$ cat config.mk
export PLATFORM = sky130hd
export DESIGN_NAME = fifo_sync
export DESIGN_NICKNAME = d
export VERILOG_FILES = /design/src/rtl/fifo_sync.sv
export SDC_FILE = /design/constraint.sdc
export NUM_CORES = 1
export LEC_CHECK = 0
export ABC_CLOCK_PERIOD_IN_PS = 2500
export CAP_MARGIN = 20
export CORE_UTILIZATION = 35
export CTS_CLUSTER_DIAMETER = 50
export CTS_CLUSTER_SIZE = 10
export DETAILED_ROUTE_END_ITERATION = 7
export PLACE_DENSITY_LB_ADDON = 0.08
export RECOVER_POWER = 100
export SYNTH_ARGS = -nofsm -noshare
export SYNTH_HDL_FRONTEND = slang
export SYNTH_SLANG_ARGS = --single-unit
$ cat constraint.sdc
create_clock -name clk -period 2.5 [get_ports clk]
set_input_delay 0.5 -clock clk [delete_from_list [all_inputs] [get_ports clk]]
set_output_delay 0.5 -clock clk [all_outputs]
set_load 0.05 [all_outputs]
$ cat src/rtl/fifo_sync.sv
// fifo_sync: small synchronous first-word-fall-through FIFO.
// The oldest stored word is always presented on data_read. Status flags are
// decoded from the registered occupancy count only, so they never depend
// combinationally on write or next_read.
module fifo_sync #(
  parameter int NUM_SLOTS     = 4,
  parameter int LOG_NUM_SLOTS = 2,
  parameter int DATA_WIDTH    = 8
) (
  input  logic                  clk,
  input  logic                  rst,
  input  logic [DATA_WIDTH-1:0] data_write,
  input  logic                  write,
  output logic                  full,
  output logic                  almost_full,
  output logic [DATA_WIDTH-1:0] data_read,
  input  logic                  next_read,
  output logic                  empty
);

  // Last legal pointer value; the pointers wrap with an explicit compare so
  // that depths which are not a power of two work as well.
  localparam logic [LOG_NUM_SLOTS-1:0] LAST_PTR     = LOG_NUM_SLOTS'(NUM_SLOTS - 1);
  localparam logic [LOG_NUM_SLOTS:0]   FULL_COUNT   = (LOG_NUM_SLOTS + 1)'(NUM_SLOTS);
  localparam logic [LOG_NUM_SLOTS:0]   ALMOST_COUNT = (LOG_NUM_SLOTS + 1)'(NUM_SLOTS - 1);
  localparam logic [LOG_NUM_SLOTS:0]   ZERO_COUNT   = (LOG_NUM_SLOTS + 1)'(0);
  localparam logic [LOG_NUM_SLOTS:0]   ONE_COUNT    = (LOG_NUM_SLOTS + 1)'(1);

  // Advance a pointer by one slot, returning to zero after the last slot.
  function automatic logic [LOG_NUM_SLOTS-1:0] next_ptr(input logic [LOG_NUM_SLOTS-1:0] ptr);
    logic [LOG_NUM_SLOTS-1:0] result;
    if (ptr == LAST_PTR) begin
      result = {LOG_NUM_SLOTS{1'b0}};
    end else begin
      result = ptr + {{(LOG_NUM_SLOTS-1){1'b0}}, 1'b1};
    end
    return result;
  endfunction

  // Storage has no reset so it can map onto distributed RAM or plain flops.
  logic [DATA_WIDTH-1:0]    mem [NUM_SLOTS];

  logic [LOG_NUM_SLOTS-1:0] wr_ptr;
  logic [LOG_NUM_SLOTS-1:0] rd_ptr;
  logic [LOG_NUM_SLOTS:0]   count;

  logic [LOG_NUM_SLOTS-1:0] wr_ptr_next;
  logic [LOG_NUM_SLOTS-1:0] rd_ptr_next;
  logic [LOG_NUM_SLOTS:0]   count_next;
  logic                     wr_en;
  logic                     rd_en;

  // Flags come straight from the registered count.
  assign full        = (count == FULL_COUNT);
  assign almost_full = (count >= ALMOST_COUNT);
  assign empty       = (count == ZERO_COUNT);

  // Head of the queue falls through without waiting for a read request.
  assign data_read   = mem[rd_ptr];

  // Acceptance and next-state decode for the pointers and occupancy count.
  always_comb begin
    wr_en       = 1'b0;
    rd_en       = 1'b0;
    wr_ptr_next = wr_ptr;
    rd_ptr_next = rd_ptr;
    count_next  = count;

    // A write while full is dropped even if a read pops in the same cycle.
    if (write && !full) begin
      wr_en = 1'b1;
    end else begin
      wr_en = 1'b0;
    end

    // A read while empty is ignored, even if a write lands in the same cycle.
    if (next_read && !empty) begin
      rd_en = 1'b1;
    end else begin
      rd_en = 1'b0;
    end

    if (wr_en) begin
      wr_ptr_next = next_ptr(wr_ptr);
    end else begin
      wr_ptr_next = wr_ptr;
    end

    if (rd_en) begin
      rd_ptr_next = next_ptr(rd_ptr);
    end else begin
      rd_ptr_next = rd_ptr;
    end

    case ({wr_en, rd_en})
      2'b10:   count_next = count + ONE_COUNT;
      2'b01:   count_next = count - ONE_COUNT;
      2'b11:   count_next = count;
      2'b00:   count_next = count;
      default: count_next = count;
    endcase
  end

  // Pointer and count registers; reset discards the contents immediately.
  always_ff @(posedge clk or posedge rst) begin
    if (rst) begin
      wr_ptr <= {LOG_NUM_SLOTS{1'b0}};
      rd_ptr <= {LOG_NUM_SLOTS{1'b0}};
      count  <= ZERO_COUNT;
    end else begin
      wr_ptr <= wr_ptr_next;
      rd_ptr <= rd_ptr_next;
      count  <= count_next;
    end
  end

  // Storage write port: an accepted word lands in the slot at the write pointer.
  always_ff @(posedge clk) begin
    if (wr_en) begin
      mem[wr_ptr] <= data_write;
    end
  end

endmodule

Word-level counts from Yosys, hierarchy flattened
Memory sizes are Yosys's and may differ from the RTL's.
Cells that the tools add are included.

cells by class
  $add $sub $neg = 4
  magnitude comparators = 1
  eq/ne operators = 6
  multiplexer cells = 7
  reductions and logical operators = 7

operators with widths
  cell                   number
  $eq A2 B2 Y1 const B   4
  $pmux W3 S2            1
  $add A2 B1 Y2 const B  2
  $mux W1                4
  $mux W2                2
  $add A3 B1 Y3 const B  1
  $eq A3 B3 Y1 const B   1
  $ge A3 B2 Y1 const B   1
  $logic_not A3 Y1       1
  $sub A3 B1 Y3 const B  1
  $eq A2 B1 Y1 const B   1
  $logic_and A1 B1 Y1    2
  $logic_not A1 Y1       2
  $logic_not A2 Y1       1
  $reduce_or A2 Y1       1

storage, ports and cells
  register bits after elaboration = 7
  RAM bits = 32
  input port bits = 12
  output and inout bits = 11
  logic and storage cells = 29
  memories kept = 1

memories
  name  words  width  read ports  clocked after memory_dff  wr ports  line  RTL
  mem   4      8      1           0                         1         41    logic [DATA_WIDTH-1:0] mem [NUM_SLOTS];

Depth between registers and ports, before layout
  depth after elaboration = 6
  gate-level depth with buffers = 9
  depth with buffers taken out = 9

Least setup slack after synthesis
Ideal clock, no wire load.

  path kind = register to register
  from = register count[0]
  to = register count[2]
  library setup time = 125 ps
  arrival = 2,202 ps
  required time = 2,375 ps
  slack = 172 ps
  cell stages (with the launch flop) = 10
  path buffers = 0
  clock period less this slack = 2,328 ps
  path through = dfrtp_1 nor3_2 nand2b_4 inv_1 ha_1 inv_1 fa_1 xor2_1 nor2_1 xor2_1

between the ends
  cells in the longest elaborated chain, start to end = 6
  elaborated cells on any way between the ends = 16
  those cells by class = add/sub (2); eq/ne (4); mux (3); reduce/logical (7)

RTL lines
  element                                                 line  RTL
  start: declaration                                      45    logic [LOG_NUM_SLOTS:0] count;
  start signal: assignment                                113   count <= count_next;
  $logic_not A3 Y1 *                                      56    assign empty = (count == ZERO_COUNT);
  net empty                                               18    output logic empty
  $logic_not A1 Y1 *                                      77    if (next_read && !empty) begin
  $logic_and A1 B1 Y1 *                                   77
  $mux W1 *                                               77
  net rd_en                                               51    logic rd_en;
  $eq A2 B1 Y1 (tied with other cells)                    95    case ({wr_en, rd_en})
  $pmux W3 S2 / $reduce_or A2 Y1 (equally long branches)  -

The timed path passes the listed nets; every way through them passes the cells marked *.
A chain may end at the register's enable or synchronous reset.

Worst setup path in the final report
  from = register count[0]
  to = output port full

between the ends
  cells in the longest elaborated chain, start to end = 1

RTL lines
  element           line  RTL
  $eq A3 B3 Y1      54    assign full = (count == FULL_COUNT);
  end: declaration  14    output logic full,

No other way between the ends.

==> run summary <==
ANT cells -> 0
wire per inst -> 15.9 um
unrepaired setup endpoints after global routing -> no
final setup fails -> 0
Final min period -> 2.38 ns
Detail Route Antenna Nets -> 0
cts repair resizes -> 0
core area -> 4440 um^2
Synth top area share -> 58.4%
clock transition at the registers of the reported paths -> 0.08 ns
Distinct cells, synth -> 20
register share of total power -> 40.3%
number of max-cap violations -> 0
TNS Setup -> 0 ns
post-layout net count -> 130
critical path's slowest cell -> dlygate4sd3_1
hold-fix buffers at CTS -> 0
antenna violations before repair -> 0
Tcrit/Tclk final -> 95.2%
sw power -> 0.00102 W
drt via density -> 4.76
Synth area leader -> edfxtp_1
DR pass1 iterations -> 4
worst-path maximum fanout -> 5
clk_lat worst skew -> 0.29 ns
Worst-Margin Slew -> 0.695 ns
critical path required time -> 2.00 ns
vias in the first global route -> 794
sw frac -> 39.4%
Max Freq -> 0.420 GHz
CTS sink cnt -> 39
internal power -> 0.00157 W
endpoints failing hold -> 0
Area growth syn-to-layout -> 20.7%
Setup CP Type -> flip-flop to output port
Gate Count Post-Synth -> 84
pin count of the biggest net entering global routing -> 12
syn_nets -> 103
Buf/Inv on CP -> 1
die width -> 70.6 um
hold path start -> count[2]
Tot Pwr -> 0.00259 W
Syn Area/Cell -> 19.6 um^2
leakage power -> 0.742 nW
first-pass GRT wire length -> 4.07 mm
endpoint class of the critical path -> output port
pwr dens -> 1300 nW/um^2
Tightest Hold Check Type -> flip-flop to flip-flop
WP data arrival -> 1.88 ns
Die ar. -> 4980 um^2
Tot GR Track Use -> 11.6%
vias -> 781
number of I/O port buffers -> 22
crit path launch type -> flip-flop
part of the Yosys area used for sequential elements -> 69.0%
Max Root-Sink Buffers -> 2
CTS tree -> done
crit path launch -> count[0]
combinational power share -> 42.1%
num ports -> 23
Rows -> 24
Area contributors post-synth -> edfxtp_1 (58%), mux4_2 (11%), dfrtp_1 (11%), ha_1 (4.6%), and2_2 (1.8%)
TritonCTS Buffers -> 5
Die H -> 70.6 um
layout cells sized above 1 -> 27.7%
Final Skew -> 0.00793 ns
fin. max-slew vios -> 0
drt initial violations -> 35
delay-heaviest family, CP -> buffers and inverters
Post-route DRC -> 0
CTS H-Tree Depth -> 2
detailed placement HPWL -> 1.70 mm
CP peak stage delay -> 0.90 ns
Syn Std Cell Area -> 1650 um^2
slew margin rel. -> 53.7%
post-CTS setup buffer count -> 0
Initial Utilization -> 37.0%
post-synthesis register bit count -> 39
global route overflow -> 0
worst r2r src -> count[2]
Yosys warnings -> 0
routed wire length -> 2.61 mm
IR drop worst, VDD -> 0.562 mV
outcome -> finished, final reports clean
Root Buffer -> clkbuf_8
Clock power frac -> 17.6%
Cell Chain, Critical Path -> nor3b_4 -> dlygate4sd3_1
gpl congestion -> 0.711
Hold WS -> 0.557 ns
==> registers in the layout, summed over array words and instances, names as in the netlist <==
signal and count:
wr_ptr 2, count 3, mem 32, rd_ptr 2
==> power groups by stage <==
stage	sequential (W)	clock (W)	combinational, W
after global routing	0.00107	0.000495	0.00117
after floorplan	0.000963	0	0.000930
after global placement	0.00106	0	0.00114
final	0.00104	0.000457	0.00109
after CTS	0.00105	0.000465	0.00116
after detailed placement	0.00106	0	0.00114
==> cells in the mapped netlist (all sizes together) <==
cell type / count
a21o: 1
and2: 4
buf: 1
clkbuf: 1
dfrtp: 7
edfxtp: 32
fa: 1
ha: 6
inv: 8
mux2: 4
mux2i: 1
mux4: 8
nand2b: 1
nor2: 3
nor2b: 1
nor3: 1
nor3b: 1
xnor2: 1
xor2: 2
==> layout make-up <==
| class | count | area [um^2] |
|---|---|---|
| sequential | 39 | 1140 |
| clock buffer | 8 | 100 |
| timing repair buffer | 22 | 200 |
| multi-input combinational | 35 | 454 |
| inverter | 8 | 30.0 |
| tap | 52 | 65.1 |
| fill | 412 | 2460 |
==> layout by cell type (no fill, tap or decap), types with 2 or more instances in the layout <==
cell	count
and2_0	4
mux2_2	3
clkbuf_8	7
mux4_2	8
clkbuf_4	8
xor2_1	2
inv_1	8
dfrtp_1	7
nor2_1	3
edfxtp_1	32
ha_1	6
dlygate4sd3_1	13
==> final timing paths <==
check / cells after the start / endpoint / slack [ns]
min: 1 / count[2] / 0.56
max in group asynchronous: 2 / rd_ptr[0] / 1.68
min in group asynchronous: 2 / wr_ptr[1] / 0.58
max: 2 / full / 0.12
min reg2reg: 1 / count[2] / 0.56
max reg2reg: 9 / count[2] / 0.42
==> routing by layer <==
layer / vias up / GRT usage, % / routed length (um)
met5: - / 0 / 0
met4: 0 / 5.33 / 54
met3: 5 / 4.42 / 97
met2: 18 / 18.6 / 1250
met1: 394 / 14.1 / 1210
li1: 364 / - / -
==> per-stage QoR <==
stage	utilization (%)	instances	setup slack, ns	instance area, um^2
6_report	44.7	164	0.119	1990
5_1_grt	44.7	164	0.0353	1990
4_1_cts	45.0	164	0.0996	2000
3_5_place_dp	42.8	156	0.258	1900
3_3_place_gp	42.8	156	0.306	1900
2_1_floorplan	-	84	0.172	1650
==> cells by family after synthesis <==
logic type,Yosys count,synth area share (%)
AOI/OAI and AO/OA,1,0.532
buffers and inverters,10,2.36
xor gates and xnor gates,3,1.60
muxes,13,14.8
DFF,39,69.0
adders and majority gates,7,5.78
and+or+nand+nor,11,5.93
Note: power is estimated with default switching activity, not from simulation.
